**src/rtl/trap_sequencer.sv**
```systemverilog
// ============================================================================
// trap_sequencer : M-mode trap entry / MRET sequencer in front of the CSR file
// Revision 1.0 : initial release
// ============================================================================
`default_nettype none

package trap_sequencer_pkg;
  typedef enum logic [1:0] {
    NO_COMMAND = 2'd0,
    READ_ONLY  = 2'd1,
    WRITE_ONLY = 2'd2
  } csr_command_t;
endpackage

module trap_sequencer
  import trap_sequencer_pkg::*;
#(
  parameter int XLEN = 64
) (
  input  logic               clock_i,
  input  logic               reset_ni,
  input  logic               exc_valid_i,
  input  logic [5:0]         exc_cause_i,
  input  logic [XLEN-1:0]    exc_pc_i,
  input  logic [XLEN-1:0]    exc_tval_i,
  input  logic               mret_i,
  input  logic               irq_meip_i,
  input  logic               irq_mtip_i,
  input  logic               irq_msip_i,
  input  logic               mie_meie_i,
  input  logic               mie_mtie_i,
  input  logic               mie_msie_i,
  input  logic               mstatus_mie_i,
  output logic [11:0]        csr_address_o,
  output csr_command_t       csr_command_o,
  output logic [XLEN-1:0]    csr_write_data_o,
  input  logic [XLEN-1:0]    csr_read_data_i,
  input  logic               csr_read_data_valid_i,
  output logic               trap_ack_o,
  output logic               stall_o,
  output logic               redirect_valid_o,
  output logic [XLEN-1:0]    redirect_pc_o
);

  localparam logic [11:0] CSR_MSTATUS = 12'h300;
  localparam logic [11:0] CSR_MTVEC   = 12'h305;
  localparam logic [11:0] CSR_MEPC    = 12'h341;
  localparam logic [11:0] CSR_MCAUSE  = 12'h342;
  localparam logic [11:0] CSR_MTVAL   = 12'h343;

  localparam logic [5:0] CODE_MEI = 6'd11;
  localparam logic [5:0] CODE_MSI = 6'd3;
  localparam logic [5:0] CODE_MTI = 6'd7;

  typedef enum logic [3:0] {
    IDLE        = 4'd0,
    WR_EPC      = 4'd1,
    WR_CAUSE    = 4'd2,
    WR_TVAL     = 4'd3,
    RD_STATUS   = 4'd4,
    WR_STATUS   = 4'd5,
    RD_TVEC     = 4'd6,
    M_RD_EPC    = 4'd7,
    M_RD_STATUS = 4'd8,
    M_WR_STATUS = 4'd9,
    REDIRECT    = 4'd10
  } state_t;

  state_t            state;
  logic              intr;
  logic [5:0]        code;
  logic [XLEN-1:0]   pc;
  logic [XLEN-1:0]   tval;
  logic [XLEN-1:0]   status;
  logic [XLEN-1:0]   target;

  logic              idle;
  logic              meip_take;
  logic              msip_take;
  logic              mtip_take;
  logic              irq_take;
  logic              accept_exc;
  logic              accept_irq;
  logic              accept_mret;
  logic              accept_any;
  logic [5:0]        irq_code;
  logic              pc_lsb_unused;

  // Trap entry: MPIE <- MIE, MIE <- 0, MPP <- M.
  function automatic logic [XLEN-1:0] trap_status(input logic [XLEN-1:0] s);
    logic [XLEN-1:0] r;
    r        = s;
    r[7]     = s[3];
    r[3]     = 1'b0;
    r[12:11] = 2'b11;
    return r;
  endfunction

  // MRET: MIE <- MPIE, MPIE <- 1, MPP <- M.
  function automatic logic [XLEN-1:0] mret_status(input logic [XLEN-1:0] s);
    logic [XLEN-1:0] r;
    r        = s;
    r[3]     = s[7];
    r[7]     = 1'b1;
    r[12:11] = 2'b11;
    return r;
  endfunction

  // Vectored mode only applies to interrupts; modes 2/3 fall back to direct.
  function automatic logic [XLEN-1:0] trap_target(input logic [XLEN-1:0] tvec,
                                                  input logic            is_intr,
                                                  input logic [5:0]      cause);
    logic [XLEN-1:0] base;
    base = {tvec[XLEN-1:2], 2'b00};
    if (is_intr && (tvec[1:0] == 2'b01)) begin
      return base + {{(XLEN-8){1'b0}}, cause, 2'b00};
    end
    return base;
  endfunction

  assign idle        = (state == IDLE);
  assign meip_take   = mstatus_mie_i & mie_meie_i & irq_meip_i;
  assign msip_take   = mstatus_mie_i & mie_msie_i & irq_msip_i;
  assign mtip_take   = mstatus_mie_i & mie_mtie_i & irq_mtip_i;
  assign irq_take    = meip_take | msip_take | mtip_take;
  assign irq_code    = meip_take ? CODE_MEI : (msip_take ? CODE_MSI : CODE_MTI);

  assign accept_exc  = idle & exc_valid_i;
  assign accept_irq  = idle & ~exc_valid_i & irq_take;
  assign accept_mret = idle & ~exc_valid_i & ~irq_take & mret_i;
  assign accept_any  = accept_exc | accept_irq | accept_mret;

  // Gated by reset so every output reads zero while reset is held.
  assign trap_ack_o  = reset_ni & accept_any;

  assign pc_lsb_unused = pc[0];

  always_ff @(posedge clock_i or negedge reset_ni) begin
    if (!reset_ni) begin
      state            <= IDLE;
      intr             <= 1'b0;
      code             <= '0;
      pc               <= '0;
      tval             <= '0;
      status           <= '0;
      target           <= '0;
      stall_o          <= 1'b0;
      redirect_valid_o <= 1'b0;
      redirect_pc_o    <= '0;
    end else begin
      case (state)
        IDLE: begin
          if (accept_any) begin
            intr    <= accept_irq;
            code    <= accept_exc ? exc_cause_i : (accept_irq ? irq_code : 6'd0);
            pc      <= accept_mret ? '0 : exc_pc_i;
            tval    <= accept_exc ? exc_tval_i : '0;
            stall_o <= 1'b1;
            state   <= accept_mret ? M_RD_EPC : WR_EPC;
          end
        end
        WR_EPC:    state <= WR_CAUSE;
        WR_CAUSE:  state <= WR_TVAL;
        WR_TVAL:   state <= RD_STATUS;
        RD_STATUS: begin
          if (csr_read_data_valid_i) begin
            status <= csr_read_data_i;
            state  <= WR_STATUS;
          end
        end
        WR_STATUS: state <= RD_TVEC;
        RD_TVEC: begin
          if (csr_read_data_valid_i) begin
            target           <= trap_target(csr_read_data_i, intr, code);
            redirect_pc_o    <= trap_target(csr_read_data_i, intr, code);
            redirect_valid_o <= 1'b1;
            state            <= REDIRECT;
          end
        end
        M_RD_EPC: begin
          if (csr_read_data_valid_i) begin
            target <= csr_read_data_i;
            state  <= M_RD_STATUS;
          end
        end
        M_RD_STATUS: begin
          if (csr_read_data_valid_i) begin
            status <= csr_read_data_i;
            state  <= M_WR_STATUS;
          end
        end
        M_WR_STATUS: begin
          redirect_pc_o    <= target;
          redirect_valid_o <= 1'b1;
          state            <= REDIRECT;
        end
        REDIRECT: begin
          redirect_pc_o    <= '0;
          redirect_valid_o <= 1'b0;
          stall_o          <= 1'b0;
          state            <= IDLE;
        end
        default: begin
          redirect_pc_o    <= '0;
          redirect_valid_o <= 1'b0;
          stall_o          <= 1'b0;
          state            <= IDLE;
        end
      endcase
    end
  end

  // CSR port is decoded purely from registered state; reads repeat while data is not valid.
  always_comb begin
    csr_command_o    = NO_COMMAND;
    csr_address_o    = '0;
    csr_write_data_o = '0;
    case (state)
      WR_EPC: begin
        csr_command_o    = WRITE_ONLY;
        csr_address_o    = CSR_MEPC;
        csr_write_data_o = {pc[XLEN-1:1], 1'b0};
      end
      WR_CAUSE: begin
        csr_command_o    = WRITE_ONLY;
        csr_address_o    = CSR_MCAUSE;
        csr_write_data_o = {intr, {(XLEN-7){1'b0}}, code};
      end
      WR_TVAL: begin
        csr_command_o    = WRITE_ONLY;
        csr_address_o    = CSR_MTVAL;
        csr_write_data_o = tval;
      end
      RD_STATUS, M_RD_STATUS: begin
        csr_command_o    = READ_ONLY;
        csr_address_o    = CSR_MSTATUS;
      end
      WR_STATUS: begin
        csr_command_o    = WRITE_ONLY;
        csr_address_o    = CSR_MSTATUS;
        csr_write_data_o = trap_status(status);
      end
      RD_TVEC: begin
        csr_command_o    = READ_ONLY;
        csr_address_o    = CSR_MTVEC;
      end
      M_RD_EPC: begin
        csr_command_o    = READ_ONLY;
        csr_address_o    = CSR_MEPC;
      end
      M_WR_STATUS: begin
        csr_command_o    = WRITE_ONLY;
        csr_address_o    = CSR_MSTATUS;
        csr_write_data_o = mret_status(status);
      end
      default: begin
        csr_command_o    = NO_COMMAND;
      end
    endcase
  end

endmodule

`default_nettype wire

```
**config.mk**
```make
export PLATFORM = sky130hd
export DESIGN_NAME = trap_sequencer
export DESIGN_NICKNAME = d
export VERILOG_FILES = /design/src/rtl/trap_sequencer.sv
export SDC_FILE = /design/constraint.sdc
export NUM_CORES = 1
export LEC_CHECK = 0
export ABC_CLOCK_PERIOD_IN_PS = 3200
export CAP_MARGIN = 20
export CORE_MARGIN = 2
export CORE_UTILIZATION = 40
export CTS_CLUSTER_SIZE = 40
export DETAILED_ROUTE_END_ITERATION = 8
export PLACE_DENSITY = 0.65
export SYNTH_ARGS = -nofsm -noshare
export SYNTH_HDL_FRONTEND = slang
export SYNTH_SLANG_ARGS = --single-unit
```
**constraint.sdc**
```tcl
create_clock -name clock_i -period 3.2 [get_ports clock_i]
set_clock_uncertainty 0.1 [all_clocks]
set_input_delay 0.48 -clock clock_i [delete_from_list [all_inputs] [get_ports clock_i]]
set_output_delay 0.48 -clock clock_i [all_outputs]
set_load 0.02 [all_outputs]
```
==> summary.md <==
| Metric | Value |
|---|---|
| Via-per-instance ratio | `between 5 and 6` |
| Antenna violations before repair | `4` |
| # clock sinks | `330` |
| Fraction of the mapped netlist area in simple logic gates | `0.161` |
| Std cell rows | `73` |
| Pre-CTS setup slack | `-0.175 ns` |
| Most frequent cells in the layout | `nand2_1, dfrtp_1, clkdlybuf4s50_1` |
| Met3 Usage GRT | `0.0460` |
| Worst Hold Class | `in -> async` |
| DRT iter0 DRCs | `1231` |
| Synth Flop Type | `dfrtp_1` |
| Core ar. | `approximately 0.04 mm^2` |
| Seq/Total Area, Yosys | `0.506` |
| Met1 usage | `0.348` |
| Final WS setup | `0.119 ns` |
| Die ar. | `0.0424 mm^2` |
| Xor-xnor portion of the synthesized cell area | `0.0403` |
| H-tree Lvls | `2` |
| Top delay family on crit path | `buffers and inverters` |
| PD cells | `about 910 mW/mm^2` |
| DR DRC count | `0` |
| Max Freq | `between 0.3 and 0.4 GHz` |
| GRT busiest layer | `met2` |
| GRT overflow | `0` |
| Mapped Area | `around 0.016 mm^2` |
| Nets | `about 2300` |
| Clock-pin slew on the worst setup and hold paths | `0.06 ns` |
| Gate Count Post-Synth | `~1700` |
| Async set-reset flop share out of synthesis | `1.00` |
| Routability cong. | `roughly 0.90` |
| Tmin final | `between 3 and 4 ns` |
| Fin. Hold Viols | `0` |
| Filler cells | `about 3700` |
| Mux contribution to synthesized area | `0.0415` |
| Crit Path Max Fanout | `7` |
| Die Ht | `approximately 210 um` |
| Routing usage on met2 | `0.467` |
| YS warnings | `0` |
| Initial core utilization | `0.408` |
| Slowest-stage cell, CP | `clkdlybuf4s50_1` |
| Util after Layout | `0.561` |
| Switch Pwr | `roughly 7800 uW` |
| Syn Area/Cell | `about 9.4 um^2` |
| DPL Wire Length | `roughly 40000 um` |
| Design Area, Final | `roughly 0.022 mm^2` |
| Remaining antenna violation count | `0` |
| Clock tree from TritonCTS | `done` |
| #FFs+latches synth | `330` |
| Slew @ Worst Pin | `~1.1 ns` |
| CP Cell Sequence | `nand2b_1, nor2_4, buf_4, nand2_1, o21ai_0, clkdlybuf4s50_1` |
| Period utilisation layout | `0.963` |
| Detailed Route WL | `58900 um` |
| Worst skew pair latency | `roughly 0.55 ns` |
| Largest family of logic cells by synthesized area | `compound AO/OA/AOI/OAI gates` |
| Largest net degree at the start of global routing | `between 150 and 200` |
| Clock buffer depth | `3` |
| Max_cap viols | `0` |
| Cell internal pwr | `between 10000 and 15000 uW` |
| Gate power share | `0.425` |
| Yosys cell types | `67` |
| Vias in the first global route | `between 10000 and 15000` |
| Commonest non-fill, non-tap cell in the layout | `nand2_1` |
| Slew headroom | `0.299` |
| Vias | `between 10000 and 15000` |
| Adder-Cell Fraction of Synth Area | `0.00583` |
| VDD IR max | `slightly below 0.6 mV` |
| IO Pins | `roughly 360` |
| Post-DR wirelength/cell | `22.2 um` |
| Total power | `around 20000 uW` |
| Critical Path Max Stage Delay | `around 0.66 ns` |
| Reg power frac | `0.352` |
| Global-route wire length before repair | `between 80000 and 90000 um` |
| Synth Area in Compound Gates | `0.202` |
| CP Buf/Inv Count | `2` |
| Syn-to-layout area delta | `37.5%` |
| Root Buffer | `clkbuf_16` |
| Final setup vio count | `0` |
| WP data required | `approximately 2.6 ns` |
| Status | `completed` |
| Critical Path AT | `~2.5 ns` |
| Layout cells sized above 1 | `0.132` |
| Die width | `206 um` |
| Lkg Pwr | `0.0101 uW` |
| RSZ-0062 raised after global routing | `no` |
| Number of flops mapped to enable cells by yosys | `0` |
| CP Capture Type | `output pin` |
| Sw frac | `0.384` |
| Num CTS Buffers | `38` |
| Number of port buffers | `347` |
| First-pass detailed-route iteration total | `6` |
| Slew Viols, Final | `0` |
| Clk pwr share | `0.223` |
| Gr usage total | `0.274` |
| Critical Path Start Type | `flop` |
| Cell Area, Placed | `between 0.02 and 0.025 mm^2` |
| WS Path Type | `reg -> out` |
[metrics by stage]
stage	instances	hold slack, ns	setup TNS (ns)
3_3_place_gp	2582	0.281	-0.577
2_1_floorplan	1734	0.0844	0
5_1_grt	2654	0.315	0
4_1_cts	2651	0.285	0
6_report	2656	0.301	0
3_5_place_dp	2582	0.278	-1.42
[final timing paths]
check / startpoint / endpoint / slack, ns / cells past startpoint
min in group clock_i: status[3] / status[3] / 0.38 / 2
max reg2reg: code[0] / redirect_pc_o[44] / 0.37 / 10
min: reset_ni / tval[49] / 0.30 / 2
max in group asynchronous: reset_ni / status[2] / 1.36 / 3
max: state[1] / csr_write_data_o[63] / 0.12 / 6
min reg2reg: status[3] / status[3] / 0.38 / 2
[synth_stat cells (all sizes together), types with 3 or more instances]
cell type / count / area share
and2: 6 / 0.0023
o31ai: 3 / 0.0014
nand2b: 4 / 0.0015
a31oi: 6 / 0.0023
dfrtp: 330 / 0.51
a221o: 5 / 0.0031
o31a: 4 / 0.0021
ha: 6 / 0.0046
a211o: 3 / 0.0016
a22o: 71 / 0.038
a221oi: 7 / 0.0041
a211oi: 7 / 0.0032
a21oi: 45 / 0.014
nor3: 35 / 0.011
o21ai: 185 / 0.057
inv: 21 / 0.0048
or2: 4 / 0.0015
mux2i: 8 / 0.0049
or3: 14 / 0.0054
a21o: 11 / 0.0051
a22oi: 106 / 0.049
buf: 30 / 0.0096
nor4: 26 / 0.012
nand3: 27 / 0.0083
a21boi: 3 / 0.0014
nor2: 67 / 0.015
nand2: 346 / 0.080
clkbuf: 124 / 0.029
a311oi: 7 / 0.0038
o211a: 4 / 0.0025
a31o: 3 / 0.0016
o211ai: 5 / 0.0023
mux2: 53 / 0.037
or4: 4 / 0.0018
o21a: 4 / 0.0018
o22ai: 7 / 0.0027
nor2b: 4 / 0.0015
xor2: 13 / 0.0070
and3: 14 / 0.0054
xnor2: 62 / 0.033
nand4: 21 / 0.0081
nor4b: 5 / 0.0038
[layer usage]
layer  wire length [um]  up-vias  share of wire
met2              29000      630           0.49
li1                   -     6892              -
met5                 14        -        0.00024
met3               4310      105          0.073
met1              23700     7334           0.40
met4               1940        2          0.033
[what timing repair did]
| item | 4_1_cts | 5_1_grt |
|---|---|---|
| cloned | 1 | 1 |
| hold buffers | 1 | 0 |
| endpoints found under the hold margin | 35 | 0 |
| endpoints found under the setup margin | 56 | 10 |
| buffers inserted | 1 | 0 |
| resized for setup | 57 | 12 |
[layout make-up]
| class | instances | area [um^2] | share of cell area |
|---|---|---|---|
| clock inverter | 13 | 171 | 0.00764 |
| multi-input combinational | 1228 | 7460 | 0.333 |
| clock buffer | 53 | 1120 | 0.0499 |
| sequential | 330 | 8260 | 0.368 |
| timing repair buffer | 481 | 4670 | 0.208 |
| inverter | 22 | 82.6 | 0.00368 |
| antenna | 4 | 10.0 | 0.000446 |
| tap | 525 | 657 | 0.0293 |
[cells by family (layout without fill, tap and decap cells)]
group / count (synthesis) / in the layout
compound gates: 495 / 495
simple gates: 584 / 584
other cells: 1 / 10
buf+inv: 176 / 569
xor+xnor: 75 / 75
fa+ha+maj: 7 / 7
mux: 61 / 61
flops: 330 / 330
[registers in the layout, summed over array words and instances (netlist names)]
| name | count |
|---|---|
| state | 4 |
| stall_o | 1 |
| intr | 1 |
| code | 6 |
| redirect_pc_o | 64 |
| target | 64 |
| status | 62 |
| pc | 63 |
| tval | 64 |
| redirect_valid_o | 1 |
[power by group through the flow]
stage / sequential (uW) / clock, uW / combinational (uW)
floorplan: 7180 / 0 / 4800
global placement: 7130 / 0 / 8540
detailed placement: 7200 / 0 / 8680
CTS: 7140 / 4620 / 8600
global route: 7340 / 4790 / 9360
finish: 7150 / 4530 / 8620
[worst register-to-register path, cell delays in order (launching register included)]
cell and delay, ns:
dfrtp_1 0.38, ha_1 0.20, fa_1 0.23, a21o_1 0.18
a221oi_2 0.08, buf_4 0.16, or3_1 0.39, buf_12 0.16
or4b_4 0.54, xor2_1 0.17, o21ai_1 0.16
Note: power is estimated with default switching activity, not from simulation.
